$ cat src/rtl/ppc440mc_arb_pkg.sv
// Shared helpers for the PPC440 MIB arbiter: ceiling log2, port-index width, address-field extraction.
package ppc440mc_arb_pkg;

  function automatic int unsigned log2c(input int unsigned n);
    int unsigned r;
    r = 0;
    for (int unsigned i = 0; i < 31; i++) begin
      if ((32'd1 << i) < n) r = i + 1;
    end
    return r;
  endfunction

  function automatic int unsigned idx_width(input int unsigned nports);
    return (nports <= 1) ? 1 : log2c(nports);
  endfunction

  function automatic logic [31:0] addr_field(input logic [63:0] addr, input int unsigned lsb,
                                             input int unsigned width);
    logic [31:0] mask;
    mask = (width >= 32) ? 32'hffff_ffff : ((32'd1 << width) - 32'd1);
    return 32'(addr >> lsb) & mask;
  endfunction

  function automatic logic [31:0] bank_of(input logic [63:0] addr, input int unsigned lsb,
                                          input int unsigned width);
    return addr_field(addr, lsb, width);
  endfunction

  function automatic logic [31:0] row_of(input logic [63:0] addr, input int unsigned lsb,
                                         input int unsigned width);
    return addr_field(addr, lsb, width);
  endfunction

endpackage

$ cat src/rtl/ppc440mc_arb_tag_fifo.sv
// Synchronous tag FIFO holding the issuing port of each outstanding read; zero-latency head,
// simultaneous push/pop allowed including push while full when a pop happens in the same cycle.
module ppc440mc_arb_tag_fifo
  import ppc440mc_arb_pkg::*;
#(
  parameter int W = 2,
  parameter int D = 8
) (
  input  logic         clk_i,
  input  logic         rst_i,
  input  logic         push_i,
  input  logic         pop_i,
  input  logic [W-1:0] wdat_i,
  output logic [W-1:0] rdat_o,
  output logic         full_o,
  output logic         empty_o
);
  localparam int AW = log2c(D);

  logic [W-1:0] mem_q [D];
  logic [AW:0]  wptr_q, rptr_q;

  always_ff @(posedge clk_i) begin
    if (rst_i) begin
      wptr_q <= '0;
      rptr_q <= '0;
    end else begin
      if (push_i) wptr_q <= wptr_q + 1'b1;
      if (pop_i)  rptr_q <= rptr_q + 1'b1;
    end
  end

  always_ff @(posedge clk_i) begin
    if (push_i) mem_q[wptr_q[AW-1:0]] <= wdat_i;
  end

  assign rdat_o  = mem_q[rptr_q[AW-1:0]];
  assign empty_o = (wptr_q == rptr_q);
  assign full_o  = (wptr_q[AW] != rptr_q[AW]) && (wptr_q[AW-1:0] == rptr_q[AW-1:0]);

endmodule

$ cat src/rtl/ppc440mc_mib_arbiter.sv
// Round-robin front end onto the MIB controller port: requests appear on mi_mc* one cycle after grant, read beats one cycle after mc_mireaddatavalid.
// Reads stall while the tag FIFO is full; PPC440MC_ARB_ROWTRACK_EN enables the open-row table for bank/row hints.
module ppc440mc_mib_arbiter
  import ppc440mc_arb_pkg::*;
#(
  parameter int C_NUM_PORTS      = 4,
  parameter int C_AWIDTH         = 36,
  parameter int C_DWIDTH         = 128,
  parameter int C_DDR_BAWIDTH    = 2,
  parameter int C_DDR_RAWIDTH    = 13,
  parameter int C_BANK_LSB       = 14,
  parameter int C_ROW_LSB        = 16,
  parameter int C_RD_BEATS       = 2,
  parameter int C_TAG_DEPTH      = 8,
  parameter int C_REFRESH_CYCLES = 780
) (
  input  logic                              mc_mibclk,
  input  logic                              mi_mcreset,
  input  logic [C_NUM_PORTS-1:0]            p_req_valid,
  output logic [C_NUM_PORTS-1:0]            p_req_ready,
  input  logic [C_NUM_PORTS-1:0]            p_req_rnw,
  input  logic [C_NUM_PORTS*C_AWIDTH-1:0]   p_req_addr,
  input  logic [C_NUM_PORTS*C_DWIDTH/8-1:0] p_req_be,
  input  logic [C_NUM_PORTS*C_DWIDTH-1:0]   p_req_wdata,
  output logic [C_DWIDTH-1:0]               p_rd_data,
  output logic [C_NUM_PORTS-1:0]            p_rd_valid,
  output logic [C_NUM_PORTS-1:0]            p_rd_err,
  output logic                              mi_mcaddressvalid,
  output logic [C_AWIDTH-1:0]               mi_mcaddress,
  output logic                              mi_mcbankconflict,
  output logic                              mi_mcrowconflict,
  output logic [C_DWIDTH/8-1:0]             mi_mcbyteenable,
  output logic [C_DWIDTH-1:0]               mi_mcwritedata,
  output logic                              mi_mcreadnotwrite,
  output logic                              mi_mcwritedatavalid,
  input  logic                              mc_miaddrreadytoaccept,
  input  logic [C_DWIDTH-1:0]               mc_mireaddata,
  input  logic                              mc_mireaddataerr,
  input  logic                              mc_mireaddatavalid,
  output logic                              rd_orphan_err
);
  localparam int IW  = idx_width(C_NUM_PORTS);
  localparam int BEW = C_DWIDTH / 8;
  localparam int BCW = log2c(C_RD_BEATS + 1);

  logic [IW-1:0]          rr_q, rr_d, win, tag_head;
  logic                   found, issue, tag_full, tag_empty, tag_push, tag_pop, last_beat;
  logic [C_NUM_PORTS-1:0] elig, head_oh;
  logic [C_AWIDTH-1:0]    sel_addr;
  logic [BEW-1:0]         sel_be;
  logic [C_DWIDTH-1:0]    sel_wd;
  logic                   sel_rnw, bank_hint, row_hint;
  logic [BCW-1:0]         bcnt_q;

  assign elig = p_req_valid & (~p_req_rnw | {C_NUM_PORTS{!tag_full}});

  always_comb begin
    int idx;
    found = 1'b0;
    win   = '0;
    idx   = 0;
    for (int k = 0; k < C_NUM_PORTS; k++) begin
      idx = int'(rr_q) + k;
      if (idx >= C_NUM_PORTS) idx = idx - C_NUM_PORTS;
      if (!found && elig[idx]) begin
        found = 1'b1;
        win   = IW'(idx);
      end
    end
  end

  assign issue       = found && mc_miaddrreadytoaccept;
  assign p_req_ready = issue ? ({{(C_NUM_PORTS-1){1'b0}}, 1'b1} << win) : '0;
  assign rr_d        = !issue ? rr_q : ((win == IW'(C_NUM_PORTS-1)) ? '0 : win + 1'b1);
  assign sel_addr    = p_req_addr[int'(win)*C_AWIDTH +: C_AWIDTH];
  assign sel_be      = p_req_be[int'(win)*BEW +: BEW];
  assign sel_wd      = p_req_wdata[int'(win)*C_DWIDTH +: C_DWIDTH];
  assign sel_rnw     = p_req_rnw[win];

`ifdef PPC440MC_ARB_ROWTRACK_EN
  localparam int NB  = 2 ** C_DDR_BAWIDTH;
  localparam int RCW = log2c(C_REFRESH_CYCLES);

  logic [RCW-1:0]           ref_cnt_q;
  logic [NB-1:0]            tbl_vld_q;
  logic [C_DDR_RAWIDTH-1:0] tbl_row_q [NB];
  logic [C_DDR_BAWIDTH-1:0] last_bank_q, sel_bank;
  logic [C_DDR_RAWIDTH-1:0] sel_row;
  logic                     any_iss_q, wrap;

  assign sel_bank  = C_DDR_BAWIDTH'(bank_of(64'(sel_addr), C_BANK_LSB, C_DDR_BAWIDTH));
  assign sel_row   = C_DDR_RAWIDTH'(row_of(64'(sel_addr), C_ROW_LSB, C_DDR_RAWIDTH));
  assign wrap      = (ref_cnt_q == RCW'(C_REFRESH_CYCLES - 1));
  // The wrap cycle already behaves as if the table were invalidated.
  assign bank_hint = !wrap && any_iss_q && (sel_bank == last_bank_q);
  assign row_hint  = wrap || !tbl_vld_q[sel_bank] || (tbl_row_q[sel_bank] != sel_row);

  always_ff @(posedge mc_mibclk) begin
    if (mi_mcreset) begin
      ref_cnt_q   <= '0;
      tbl_vld_q   <= '0;
      last_bank_q <= '0;
      any_iss_q   <= 1'b0;
    end else begin
      ref_cnt_q <= wrap ? '0 : ref_cnt_q + 1'b1;
      if (wrap) begin
        tbl_vld_q   <= '0;
        last_bank_q <= '0;
        any_iss_q   <= 1'b0;
      end
      if (issue) begin
        tbl_vld_q[sel_bank] <= 1'b1;
        last_bank_q         <= sel_bank;
        any_iss_q           <= 1'b1;
      end
    end
  end

  always_ff @(posedge mc_mibclk) begin
    if (issue) tbl_row_q[sel_bank] <= sel_row;
  end
`else
  assign bank_hint = 1'b1;
  assign row_hint  = 1'b1;
`endif

  assign tag_push  = issue && sel_rnw;
  assign last_beat = (bcnt_q == BCW'(C_RD_BEATS - 1));
  assign tag_pop   = mc_mireaddatavalid && !tag_empty && last_beat;
  assign head_oh   = {{(C_NUM_PORTS-1){1'b0}}, 1'b1} << tag_head;

  ppc440mc_arb_tag_fifo #(.W(IW), .D(C_TAG_DEPTH)) u_tag_fifo (
    .clk_i   (mc_mibclk),
    .rst_i   (mi_mcreset),
    .push_i  (tag_push),
    .pop_i   (tag_pop),
    .wdat_i  (win),
    .rdat_o  (tag_head),
    .full_o  (tag_full),
    .empty_o (tag_empty)
  );

  always_ff @(posedge mc_mibclk) begin
    if (mi_mcreset) begin
      rr_q                <= '0;
      mi_mcaddressvalid   <= 1'b0;
      mi_mcwritedatavalid <= 1'b0;
      mi_mcaddress        <= '0;
      mi_mcreadnotwrite   <= 1'b0;
      mi_mcbyteenable     <= '0;
      mi_mcwritedata      <= '0;
      mi_mcbankconflict   <= 1'b0;
      mi_mcrowconflict    <= 1'b0;
      p_rd_data           <= '0;
      p_rd_valid          <= '0;
      p_rd_err            <= '0;
      bcnt_q              <= '0;
      rd_orphan_err       <= 1'b0;
    end else begin
      rr_q                <= rr_d;
      mi_mcaddressvalid   <= issue;
      mi_mcwritedatavalid <= issue && !sel_rnw;
      if (issue) begin
        mi_mcaddress      <= sel_addr;
        mi_mcreadnotwrite <= sel_rnw;
        mi_mcbyteenable   <= sel_be;
        mi_mcwritedata    <= sel_wd;
        mi_mcbankconflict <= bank_hint;
        mi_mcrowconflict  <= row_hint;
      end
      p_rd_valid <= '0;
      p_rd_err   <= '0;
      if (mc_mireaddatavalid && !tag_empty) begin
        p_rd_data  <= mc_mireaddata;
        p_rd_valid <= head_oh;
        p_rd_err   <= mc_mireaddataerr ? head_oh : '0;
        bcnt_q     <= last_beat ? '0 : bcnt_q + 1'b1;
      end
      // A beat with nothing outstanding is dropped but remembered until reset.
      if (mc_mireaddatavalid && tag_empty) rd_orphan_err <= 1'b1;
    end
  end

endmodule

$ cat config.mk
export PLATFORM = sky130hd
export DESIGN_NAME = ppc440mc_mib_arbiter
export DESIGN_NICKNAME = d
export VERILOG_FILES = /design/src/rtl/ppc440mc_arb_pkg.sv /design/src/rtl/ppc440mc_arb_tag_fifo.sv /design/src/rtl/ppc440mc_mib_arbiter.sv
export SDC_FILE = /design/constraint.sdc
export NUM_CORES = 1
export LEC_CHECK = 0
export BUFFER_PORTS_ARGS = -buffer_cell sky130_fd_sc_hd__buf_2
export CAP_MARGIN = 20
export CORE_AREA = 2 2 457 459
export CTS_BUF_LIST = sky130_fd_sc_hd__clkbuf_4
export CTS_CLUSTER_SIZE = 24
export DETAILED_ROUTE_END_ITERATION = 7
export DIE_AREA = 0 0 459 461
export SETUP_SLACK_MARGIN = 0.4
export SYNTH_ARGS = -nofsm -noshare
export SYNTH_HDL_FRONTEND = slang
export SYNTH_SLANG_ARGS = --single-unit
$ cat constraint.sdc
create_clock -name mc_mibclk -period 3.7 [get_ports mc_mibclk]
set_input_delay 0.185 -clock mc_mibclk [delete_from_list [all_inputs] [get_ports mc_mibclk]]
set_output_delay 0.185 -clock mc_mibclk [all_outputs]
set_load 0.01 [all_outputs]
==> results.tsv, run 1 <==
metric	value	unit
synthAdderAreaFrac	0.00445	
synth_compound_area_frac	0.156	
fp.dieW	459	um
cts_made_buffers	111	
yosysWarnings	0	
rows	167	
placed_area	26100	um^2
muxShareOfSynthArea	0.0110	
cts_root_buf	clkbuf_4	
error_line	[ERROR RSZ-0060] Max buffer count reached.	
synthSimpleGateAreaFrac	0.346	
netlist_area	16900	um^2
ys_seq_elements	352	
synth_nets	3198	
io_pins	1187	
synthArstFlopShare	0	
post-cts-setup-buffer-count	26	
start_util	0.0818	
synthFlopType	dfxtp_1	
hold_buffers	1263	
cts-htree-levels	3	
synth-edff-count	16	
syn_inst	2331	
clock_path_buffers	3	
synth_top_cell_by_area	dfxtp_1	
cts.sinks	352	
yosysSeqAreaShare	0.427	
synth_cell_types	47	
portBuffers	1186	
hpwl	126	mm
dieHeight	461	um
yosys-top-cells-area	dfxtp_1 40%, nand2_1 22%, nand3_1 11%	
synthXorXnorAreaFrac	0.00415	
avgSynthCellArea	7.24	um^2
cts_resized	50	
synth_top_family_by_area	simple AND/OR/NAND/NOR gates	
lastStage	4_1_cts	
finalWeightedCongestion	0.994	
preCtsSetupSlack	0.339	ns
status	did not finish	
synth_top_area_share	0.399	
[logic make-up after synthesis]
logic type / after synthesis
AO/OA/AOI/OAI: 330
XOR/XNOR: 8
adder cells (fa/ha/maj): 6
buffers and inverters: 215
flip-flops: 352
multiplexers: 13
AND/OR/NAND/NOR: 1407
[cells in the mapped netlist, drive strengths merged (2+ instances only)]
| cell | instances |
|---|---|
| a21boi | 4 |
| and4b | 3 |
| nor2 | 27 |
| and3b | 2 |
| nand3 | 362 |
| xor2 | 3 |
| a31oi | 2 |
| xnor2 | 5 |
| ha | 6 |
| and3 | 2 |
| mux4 | 4 |
| edfxtp | 16 |
| clkbuf | 139 |
| buf | 69 |
| mux2i | 5 |
| and2 | 6 |
| nand2b | 2 |
| inv | 6 |
| o21ai | 2 |
| nand4 | 3 |
| a211oi | 4 |
| or3 | 2 |
| mux2 | 4 |
| a21oi | 133 |
| nand2 | 990 |
| dfxtp | 336 |
| nor2b | 3 |
| a32o | 180 |
[stage by stage]
| stage | std cells | util | hold WS [ns] |
|---|---|---|---|
| after detailed placement | 6068 | 0.126 | 0.432 |
| after floorplan | 2331 | - | 0.321 |
| after global placement | 6068 | 0.126 | 0.429 |
==> run 2: changes to the inputs <==
--- a/config.mk
+++ b/config.mk
@@ -7,12 +7,10 @@
 export LEC_CHECK = 0
 export BUFFER_PORTS_ARGS = -buffer_cell sky130_fd_sc_hd__buf_2
 export CAP_MARGIN = 20
-export CORE_AREA = 2 2 457 459
-export CTS_BUF_LIST = sky130_fd_sc_hd__clkbuf_4
-export CTS_CLUSTER_SIZE = 24
+export CORE_AREA = 2 2 458 460
 export DETAILED_ROUTE_END_ITERATION = 7
-export DIE_AREA = 0 0 459 461
-export SETUP_SLACK_MARGIN = 0.4
+export DIE_AREA = 0 0 460 462
+export PLACE_DENSITY_LB_ADDON = 0.15
 export SYNTH_ARGS = -nofsm -noshare
 export SYNTH_HDL_FRONTEND = slang
 export SYNTH_SLANG_ARGS = --single-unit
==> run 2 against run 1 <==
The run now ends clean. Synthesized cell count unchanged. Synthesized area unchanged.
==> results.tsv, run 2 <==
metric	value	unit
status	finished, final reports clean	
vdd_drop_max	0.341	mV
wl_per_cell	21.5	um
cts_root_buf	clkbuf_16	
hold_slack	0.0398	ns
cts.sinks	352	
rows	168	
worstSetupStartpointType	register	
netlist_area	16900	um^2
fin_crit_sh	0.941	
min_from	p_req_wdata[383]	
core-area	208000	um^2
power.density	401	nW/um^2
fp.dieW	460	um
largestRegisters	mi_mcwritedata: 128 flops, p_rd_data: 128 flops, mi_mcaddress: 36 flops	
worstPathRequired	4.25	ns
finalSetupTns	0	ns
rsz0062_at_grt	yes	
clock.fmax	0.287	GHz
synthAdderAreaFrac	0.00445	
yosysSeqAreaShare	0.427	
worstMarginPinSlew	0.873	ns
dieHeight	462	um
worstHoldEndpoint	mi_mcwritedata[127]$_SDFFE_PP0P_	
yosysWarnings	0	
report.final.hold_viol_count	0	
first_pass_iters	5	
syn_inst	2331	
synth_compound_area_frac	0.156	
setup_viol	0	
p_leak	15.9	nW
avgSynthCellArea	7.24	um^2
clock_path_buffers	3	
skew	0.0225	ns
finalWorstPathRequiredPeriod	3.48	ns
worst_r2r_path_depth	10	
hpwl	119	mm
layout_commonest_cell	buf_2	
drv_cap	0	
synth_top_area_share	0.399	
area_growth	117	%
crit_path_cell_trace	xnor2_1, nand4_1, o21ai_2, a21boi_0, o221a_4, buf_16, buf_4, nand3_1, dlygate4sd3_1, a32o_1	
overflow	0	
path_clk_slew	0.06	ns
dieArea	213000	um^2
synth_nets	3198	
synth-edff-count	16	
crit_family	buffers and inverters	
cp-end-kind	register	
dr_total_vias	25500	
hold_depth	4	
slowest_stage	dlygate4sd3_1	
synth_cell_types	47	
grtUsageTotal	0.135	
path_max_fanout	45	
start_util	0.0811	
portBuffers	1186	
io_pins	1187	
grt_pass1_vias	26200	
synthFlopType	dfxtp_1	
synthArstFlopShare	0	
preCtsSetupSlack	0.400	ns
grt_max_degree	130	
yosys-top-cells-count	990 x nand2_1, 362 x nand3_1, 336 x dfxtp_1	
cts_tree	yes	
hold_path_class	in -> reg	
wl	152	mm
reg2reg_from	u_tag_fifo.rptr_q[0]$_SDFFE_PP0P_	
rrSetupSlack	0.22	ns
worst_path_largest_cell_delay	0.57	ns
fin_area	36600	um^2
worst_slack	0.220	ns
path_class	reg -> reg	
cts-htree-levels	2	
cts_made_buffers	53	
finalWeightedCongestion	0.872	
grt_antenna_before_repair	90	
drc	0	
synth_most_common_cell	nand2_1	
cp.arrival	4.03	ns
synth_top_family_by_area	simple AND/OR/NAND/NOR gates	
routed_via_density	3.60	
layout-drive-gt1-share	0.319	
crit_buf_inv	3	
grt_pass1_wl	205	mm
ant_nets	0	
slew-limit-headroom	0.418	
yosys-top-cells-area	dfxtp_1 40%, nand2_1 22%, nand3_1 11%	
rr_endpoint	mi_mcwritedata[109]$_SDFFE_PP0P_	
ys_seq_elements	352	
clk_latency	0.67	ns
slew_violations	0	
placed_area	26200	um^2
synthSimpleGateAreaFrac	0.346	
cp.depth	10	
muxShareOfSynthArea	0.0110	
synth_top_cell_by_area	dfxtp_1	
drtIter0Drc	1552	
final_cell_mix	1185 x buf_2, 989 x nand2_1, 835 x dlygate4sd3_1	
synthXorXnorAreaFrac	0.00415	
nets	5142	
==> run 2: cell counts after synthesis <==
Identical to the previous run, type by type.
==> run 2: final cells by class <==
type | instances | area, um^2
Antenna cell | 28 | 70.1
Multi-Input combinational cell | 1764 | 8850
Timing Repair Buffer | 2097 | 15200
Inverter | 7 | 50.0
Clock buffer | 82 | 1640
Tap cell | 2720 | 3400
Fill cell | 24100 | 172000
Sequential cell | 352 | 7210
Clock inverter | 16 | 183
==> run 2: metrics by stage <==
stage / power [W] / cells / utilization
2_1_floorplan: 0.00618 / 2331 / -
3_3_place_gp: 0.00825 / 6103 / 0.126
3_5_place_dp: 0.00823 / 6103 / 0.126
4_1_cts: 0.0150 / 7037 / 0.175
5_1_grt: 0.0156 / 7050 / 0.176
6_report: 0.0147 / 7066 / 0.176
==> run 2: metal layers <==
metal / routed length [um] / track usage / share of wire / vias up
li1: - / - / - / 11900
met1: 63400 / 0.165 / 0.42 / 12200
met2: 71200 / 0.228 / 0.47 / 1041
met3: 12200 / 0.0414 / 0.081 / 248
met4: 4580 / 0.0400 / 0.030 / 36
met5: 220 / 0 / 0.0015 / -
==> run 2: worst register-to-register path: cells and delay by family (launching register included) <==
| family | cells | cell delay (ns) |
|---|---|---|
| buf+inv | 3 | 1.34 |
| xor+xnor | 1 | 0.27 |
| compound gates | 4 | 1.09 |
| flops | 1 | 0.35 |
| simple gates | 2 | 0.32 |
==> run 2: kinds of logic (layout without fill, tap and decap cells) <==
logic type               after synthesis  in the layout
adder cells (fa/ha/maj)                6              6
flip-flops                           352            352
buffers and inverters                215           2202
other                                  0             28
AND/OR/NAND/NOR                     1407           1407
multiplexers                          13             13
AO/OA/AOI/OAI                        330            330
XOR/XNOR                               8              8
==> run 2: how the worst max path moves through the flow <==
stage | from | endpoint
finish | u_tag_fifo.rptr_q[0]$_SDFFE_PP0P_ | mi_mcwritedata[109]$_SDFFE_PP0P_
global route | u_tag_fifo.wptr_q[3]$_SDFFE_PP0P_ | p_req_ready[3]
CTS | u_tag_fifo.wptr_q[1]$_SDFFE_PP0P_ | mi_mcbyteenable[3]$_SDFFE_PP0P_
detailed placement | u_tag_fifo.wptr_q[1]$_SDFFE_PP0P_ | mi_mcwritedata[127]$_SDFFE_PP0P_
global placement | u_tag_fifo.wptr_q[1]$_SDFFE_PP0P_ | mi_mcaddress[10]$_SDFFE_PP0P_
floorplan | u_tag_fifo.wptr_q[0]$_SDFFE_PP0P_ | u_tag_fifo.mem_q[4][0]$_DFFE_PP_
==> run 2: what timing repair did <==
action | in CTS | in global routing
pin swaps | 1 | 1
endpoints found under the setup margin | 3 | 97
hold buffers | 835 | 0
gates resized for setup | 4 | 8
hold endpoints to repair | 330 | 0
cloned | 1 | 1
setup buffers | 1 | 1
==> run 2: report_power, final <==
| part | internal [W] | switching (W) |
|---|---|---|
| Clock | 0.00324 | 0.00220 |
| Sequential | 0.00417 | 0.000195 |
| Combinational | 0.00228 | 0.00261 |
No activity file was read; power rests on OpenSTA's default activity.
==> run 3: changes to the inputs <==
==> constraint.sdc (replaced) <==
create_clock -name mc_mibclk -period 3.5 [get_ports mc_mibclk]
set_input_delay 0.175 -clock mc_mibclk [delete_from_list [all_inputs] [get_ports mc_mibclk]]
set_output_delay 0.175 -clock mc_mibclk [all_outputs]
set_load 0.01 [all_outputs]
==> run 3 against run 2 <==
Clock power rose by 6.1%. Highest routed layer unchanged. Power rose by 6.9%. First-iteration DRC count fell by 1.8%. Sequential power rose by 6.0%.
==> results.tsv, run 3 (synthesis gave the netlist of run 2 again) <==
metric	value	unit
finalWorstPathRequiredPeriod	3.40	ns
portBuffers	1186	
routed_via_density	3.62	
hold_path_class	in -> reg	
largestRegisters	mi_mcwritedata: 128 flops, p_rd_data: 128 flops, mi_mcaddress: 36 flops	
start_util	0.0811	
path_clk_slew	0.05	ns
ant_nets	0	
worstSetupStartpointType	register	
p_leak	16.1	nW
place_inst	6108	
hold_slack	0.0592	ns
drtIter0Drc	1524	
cts_tree	yes	
grtUsageTotal	0.133	
total_power	0.0157	W
layout.cells.non_filler	7072	
dr_total_vias	25600	
grt_pass1_vias	25700	
preCtsSetupSlack	0.348	ns
path_max_fanout	47	
setup_viol	0	
nFillCells	24000	
path_class	reg -> reg	
rsz0062_at_grt	yes	
wl_per_cell	21.6	um
worstMarginPinSlew	0.817	ns
clock_path_buffers	3	
wl	153	mm
skew	0.0229	ns
slew-limit-headroom	0.455	
fp.dieW	460	um
worst_slack	0.102	ns
cts_root_buf	clkbuf_16	
drv_cap	0	
slew_violations	0	
clock.fmax	0.294	GHz
multi_input_area	8880	um^2
io_pins	1187	
overflow	0	
grt_max_degree	131	
layout_commonest_cell	buf_2	
cp-end-kind	register	
report.final.hold_viol_count	0	
slowest_stage	dlygate4sd3_1	
crit_path_cell_trace	xor2_2, nand4_1, o21ai_2, buf_4, a221oi_2, and3_4, buf_12, buf_16, buf_16, nand2_1, nand3_1, dlygate4sd3_1, a32o_1	
status	finished, final reports clean	
cp.arrival	3.95	ns
worst_path_largest_cell_delay	0.63	ns
clk_latency	0.69	ns
rows	168	
layout-drive-gt1-share	0.323	
critical_path.most_common_cell	buf_16	
finalWeightedCongestion	0.887	
drc	0	
dieHeight	462	um
grt_pass1_wl	202	mm
final_cell_mix	1185 x buf_2, 988 x nand2_1, 835 x dlygate4sd3_1	
grt_antenna_before_repair	96	
vdd_drop_max	0.393	mV
fin_crit_sh	0.971	
cts_made_buffers	54	
dieArea	213000	um^2
first_pass_iters	5	
core-area	208000	um^2
area_growth	119	%
cts-htree-levels	2	
power.density	425	nW/um^2
worstPathRequired	4.05	ns
regArea	7220	um^2
nets	5158	
hpwl	117	mm
cts.sinks	352	
==> run 3: what timing repair did <==
action / in CTS / in global routing
hold endpoints to repair: 331 / 0
gates resized for setup: 11 / 18
pin swaps: 0 / 6
setup buffers: 0 / 6
cloned: 0 / 6
hold buffers: 835 / 0
endpoints found under the setup margin: 4 / 119
==> run 3: power by group <==
| group | switching, W | total [W] | internal [W] |
|---|---|---|---|
| sequential | 0.000213 | 0.00462 | 0.00441 |
| combinational | 0.00280 | 0.00532 | 0.00252 |
| clock | 0.00243 | 0.00576 | 0.00333 |
| total | 0.00544 | 0.0157 | 0.0103 |
==> run 3: critical path, delay by kind of cell (launching register included) <==
family          cells  cell delay [ns]
flops               1             0.39
simple gates        4             0.57
buf+inv             5             1.36
compound gates      3             0.56
xor+xnor            1             0.20
==> run 3: through the flow <==
step | TNS (ns) | util | instance area [um^2]
global placement | 0 | 0.127 | 26400
detailed placement | 0 | 0.127 | 26400
finish | 0 | 0.177 | 36900
CTS | 0 | 0.176 | 36600
floorplan | 0 | - | 16900
global route | -0.00542 | 0.177 | 36900
==> run 3: metal layers <==
| metal | vias to the layer above | global-route usage | wire length, um |
|---|---|---|---|
| li1 | 12000 | - | - |
| met1 | 12300 | 0.165 | 65400 |
| met2 | 1063 | 0.224 | 71400 |
| met3 | 253 | 0.0393 | 11500 |
| met4 | 56 | 0.0339 | 4030 |
| met5 | - | 0 | 349 |
==> run 3: worst paths after layout <==
| kind | startpoint | end | slack (ns) | depth (start not counted) |
|---|---|---|---|---|
| worst max-delay path | u_tag_fifo.wptr_q[3]$_SDFFE_PP0P_ | mi_mcaddress[6]$_SDFFE_PP0P_ | 0.10 | 13 |
| worst min-delay path | p_req_wdata[3] | mi_mcwritedata[3]$_SDFFE_PP0P_ | 0.06 | 4 |
| worst max register to register | u_tag_fifo.wptr_q[3]$_SDFFE_PP0P_ | mi_mcaddress[6]$_SDFFE_PP0P_ | 0.10 | 13 |
| worst min register to register | p_rd_data[15]$_SDFFE_PP0P_ | p_rd_data[15]$_SDFFE_PP0P_ | 0.45 | 2 |
==> run 3: area by class of cell <==
cell class	count	share of cell area
well taps	2720	0.0922
flip-flops and latches	352	0.196
clock inverters	26	0.00827
multi-input cells	1764	0.241
repair buffers	2112	0.420
clock buffers	70	0.0407
diodes	21	0.00142
inverters	7	0.00136
==> run 4: changes to the inputs <==
--- a/config.mk
+++ b/config.mk
@@ -8,6 +8,7 @@
 export BUFFER_PORTS_ARGS = -buffer_cell sky130_fd_sc_hd__buf_2
 export CAP_MARGIN = 20
 export CORE_AREA = 2 2 458 460
+export CTS_CLUSTER_DIAMETER = 120
 export DETAILED_ROUTE_END_ITERATION = 7
 export DIE_AREA = 0 0 460 462
 export PLACE_DENSITY_LB_ADDON = 0.15
==> constraint.sdc (replaced) <==
create_clock -name mc_mibclk -period 3.5 [get_ports mc_mibclk]
set_input_delay 0.875 -clock mc_mibclk [delete_from_list [all_inputs] [get_ports mc_mibclk]]
set_output_delay 0.875 -clock mc_mibclk [all_outputs]
set_load 0.01 [all_outputs]
==> run 4 against run 3 <==
The flow now finishes with violations (negative setup slack). Setup slack worse by 0.18 ns. Clock-buffer cell count is 11 higher. Register-to-register slack better by 0.03 ns. Sequential power hardly changed. Critical path depth is 2 lower. Largest cell class is now multi-input gates.
==> results.tsv, run 4 (synthesis gave the netlist of run 2 again) <==
metric	value	unit
dieHeight	462	um
vdd_drop_max	0.330	mV
power.density	499	nW/um^2
fin_crit_sh	1.02	
finalWorstPathRequiredPeriod	3.58	ns
grt_antenna_before_repair	134	
report.final.hold_viol_count	0	
drv_cap	0	
slowest_stage	dfxtp_2	
start_util	0.0811	
worst_r2r_path_depth	13	
core-area	208000	um^2
total_power	0.0143	W
final_cell_mix	1181 x buf_2, 987 x nand2_1, 359 x nand3_1	
worstMarginPinSlew	0.837	ns
worstHoldEndpoint	p_rd_data[106]$_SDFFE_PP0P_	
crit_path_cell_trace	xor2_2, nand4_1, buf_6, o21ai_4, buf_6, a221oi_4, and3_4, buf_6, ha_4, and2_4, buf_6	
path_max_fanout	4	
min_from	mc_mireaddata[106]	
grt_pass1_vias	22100	
worst_slack	-0.0754	ns
hold_slack	0.425	ns
layout_commonest_cell	buf_2	
path_clk_slew	0.06	ns
worstSetupStartpointType	register	
wl_per_cell	23.4	um
worstPathRequired	2.62	ns
rrSetupSlack	0.13	ns
hpwl	119	mm
dr_total_vias	22200	
cp.arrival	2.70	ns
grt_pass1_wl	193	mm
rr_endpoint	mi_mcaddress[15]$_SDFFE_PP0P_	
grtUsageTotal	0.130	
setup_viol	4	
clock_path_buffers	3	
status	finished, violations left	
cp-end-kind	output pin	
grt_max_degree	124	
slew_violations	0	
clock.fmax	0.280	GHz
cts-htree-levels	2	
nFillCells	24500	
cts.sinks	352	
cts_tree	yes	
preCtsSetupSlack	0.0264	ns
drtIter0Drc	1357	
slew-limit-headroom	0.442	
critical_path.most_common_cell	buf_6	
portBuffers	1186	
finalWeightedCongestion	0.890	
rows	168	
rsz0062_at_grt	yes	
path_class	reg -> out	
crit_family	simple AND/OR/NAND/NOR gates	
dieArea	213000	um^2
finalSetupTns	-0.258	ns
io_pins	1187	
reg2reg_from	u_tag_fifo.rptr_q[1]$_SDFFE_PP0P_	
cts_made_buffers	54	
area_growth	70.1	%
fp.dieW	460	um
violations	negative setup slack	
first_pass_iters	5	
routed_via_density	3.55	
skew	0.0236	ns
worst_path_largest_cell_delay	0.34	ns
layout-drive-gt1-share	0.408	
wl	147	mm
crit_buf_inv	4	
p_leak	13.0	nW
overflow	0	
largestRegisters	mi_mcwritedata: 128 flops, p_rd_data: 128 flops, mi_mcaddress: 36 flops	
cts_root_buf	clkbuf_16	
clk_latency	0.68	ns
nets	4348	
drc	0	
ant_nets	0	
hold_path_class	in -> reg	
hold_depth	3	
[run 4: cell types whose count changed in the layout (fill, tap and decap cells not counted), moves of 6 or more]
cell / before / now
clkbuf_8: 7 / 13
dlygate4sd3_1: 835 / 0
clkbuf_16: 61 / 55
buf_16: 8 / 1
clkinv_2: 10 / 3
buf_6: 4 / 11
buf_4: 54 / 85
clkbuf_1: 8 / 14
[run 4: worst max path at each step]
stage                                            from        endpoint  slack, ns  cells after the start
detailed placement                       p_req_rnw[1]  p_req_ready[2]       0.03                      9
floorplan                                p_req_rnw[3]  p_req_ready[3]       0.09                     10
CTS                 u_tag_fifo.rptr_q[1]$_SDFFE_PP0P_  p_req_ready[3]      -0.19                     11
global placement                         p_req_rnw[1]  p_req_ready[2]      -0.02                      9
finish              u_tag_fifo.rptr_q[3]$_SDFFE_PP0P_  p_req_ready[3]      -0.08                     11
global route        u_tag_fifo.rptr_q[3]$_SDFFE_PP0P_  p_req_ready[3]      -0.26                     11
[run 4: metal layers]
metal / wire length, um / global-route usage / vias to the layer above
met1: 58400 / 0.154 / 10500
met3: 14300 / 0.0510 / 301
met2: 69600 / 0.221 / 1040
met5: 547 / 0 / -
met4: 3890 / 0.0309 / 94
li1: - / - / 10300
[run 4: worst min-delay path: stages]
cell and delay [ns]:
buf_2 0.09, nand2_1 0.04, a21oi_1 0.05
[run 4: power by group]
part	internal (W)	switching, W	total (W)	leakage, nW
clock	0.00329	0.00240	0.00568	0.870
combinational	0.00151	0.00253	0.00404	9.19
sequential	0.00441	0.000197	0.00460	2.90
[run 4: repair_timing]
item,CTS,global route
setup buffers,13,1
gates resized for setup,32,18
hold buffers,0,0
endpoints found under the setup margin,4,13
pin swaps,12,7
cloned,0,1
[run 4: cell type report]
type	instances	area (um^2)	share of cell area
Timing Repair Buffer	1302	7190	0.250
Inverter	7	46.3	0.00161
Clock buffer	81	1580	0.0551
Multi-Input combinational cell	1764	8990	0.313
Antenna cell	21	52.6	0.00183
Tap cell	2720	3400	0.119
Clock inverter	16	221	0.00772
Sequential cell	352	7220	0.252
[run 4: metrics by stage]
stage	utilization	std cells	instance area (um^2)
floorplan	-	2331	16900
global placement	0.127	6130	26500
detailed placement	0.127	6130	26500
CTS	0.137	6240	28500
global route	0.138	6245	28700
finish	0.138	6263	28700
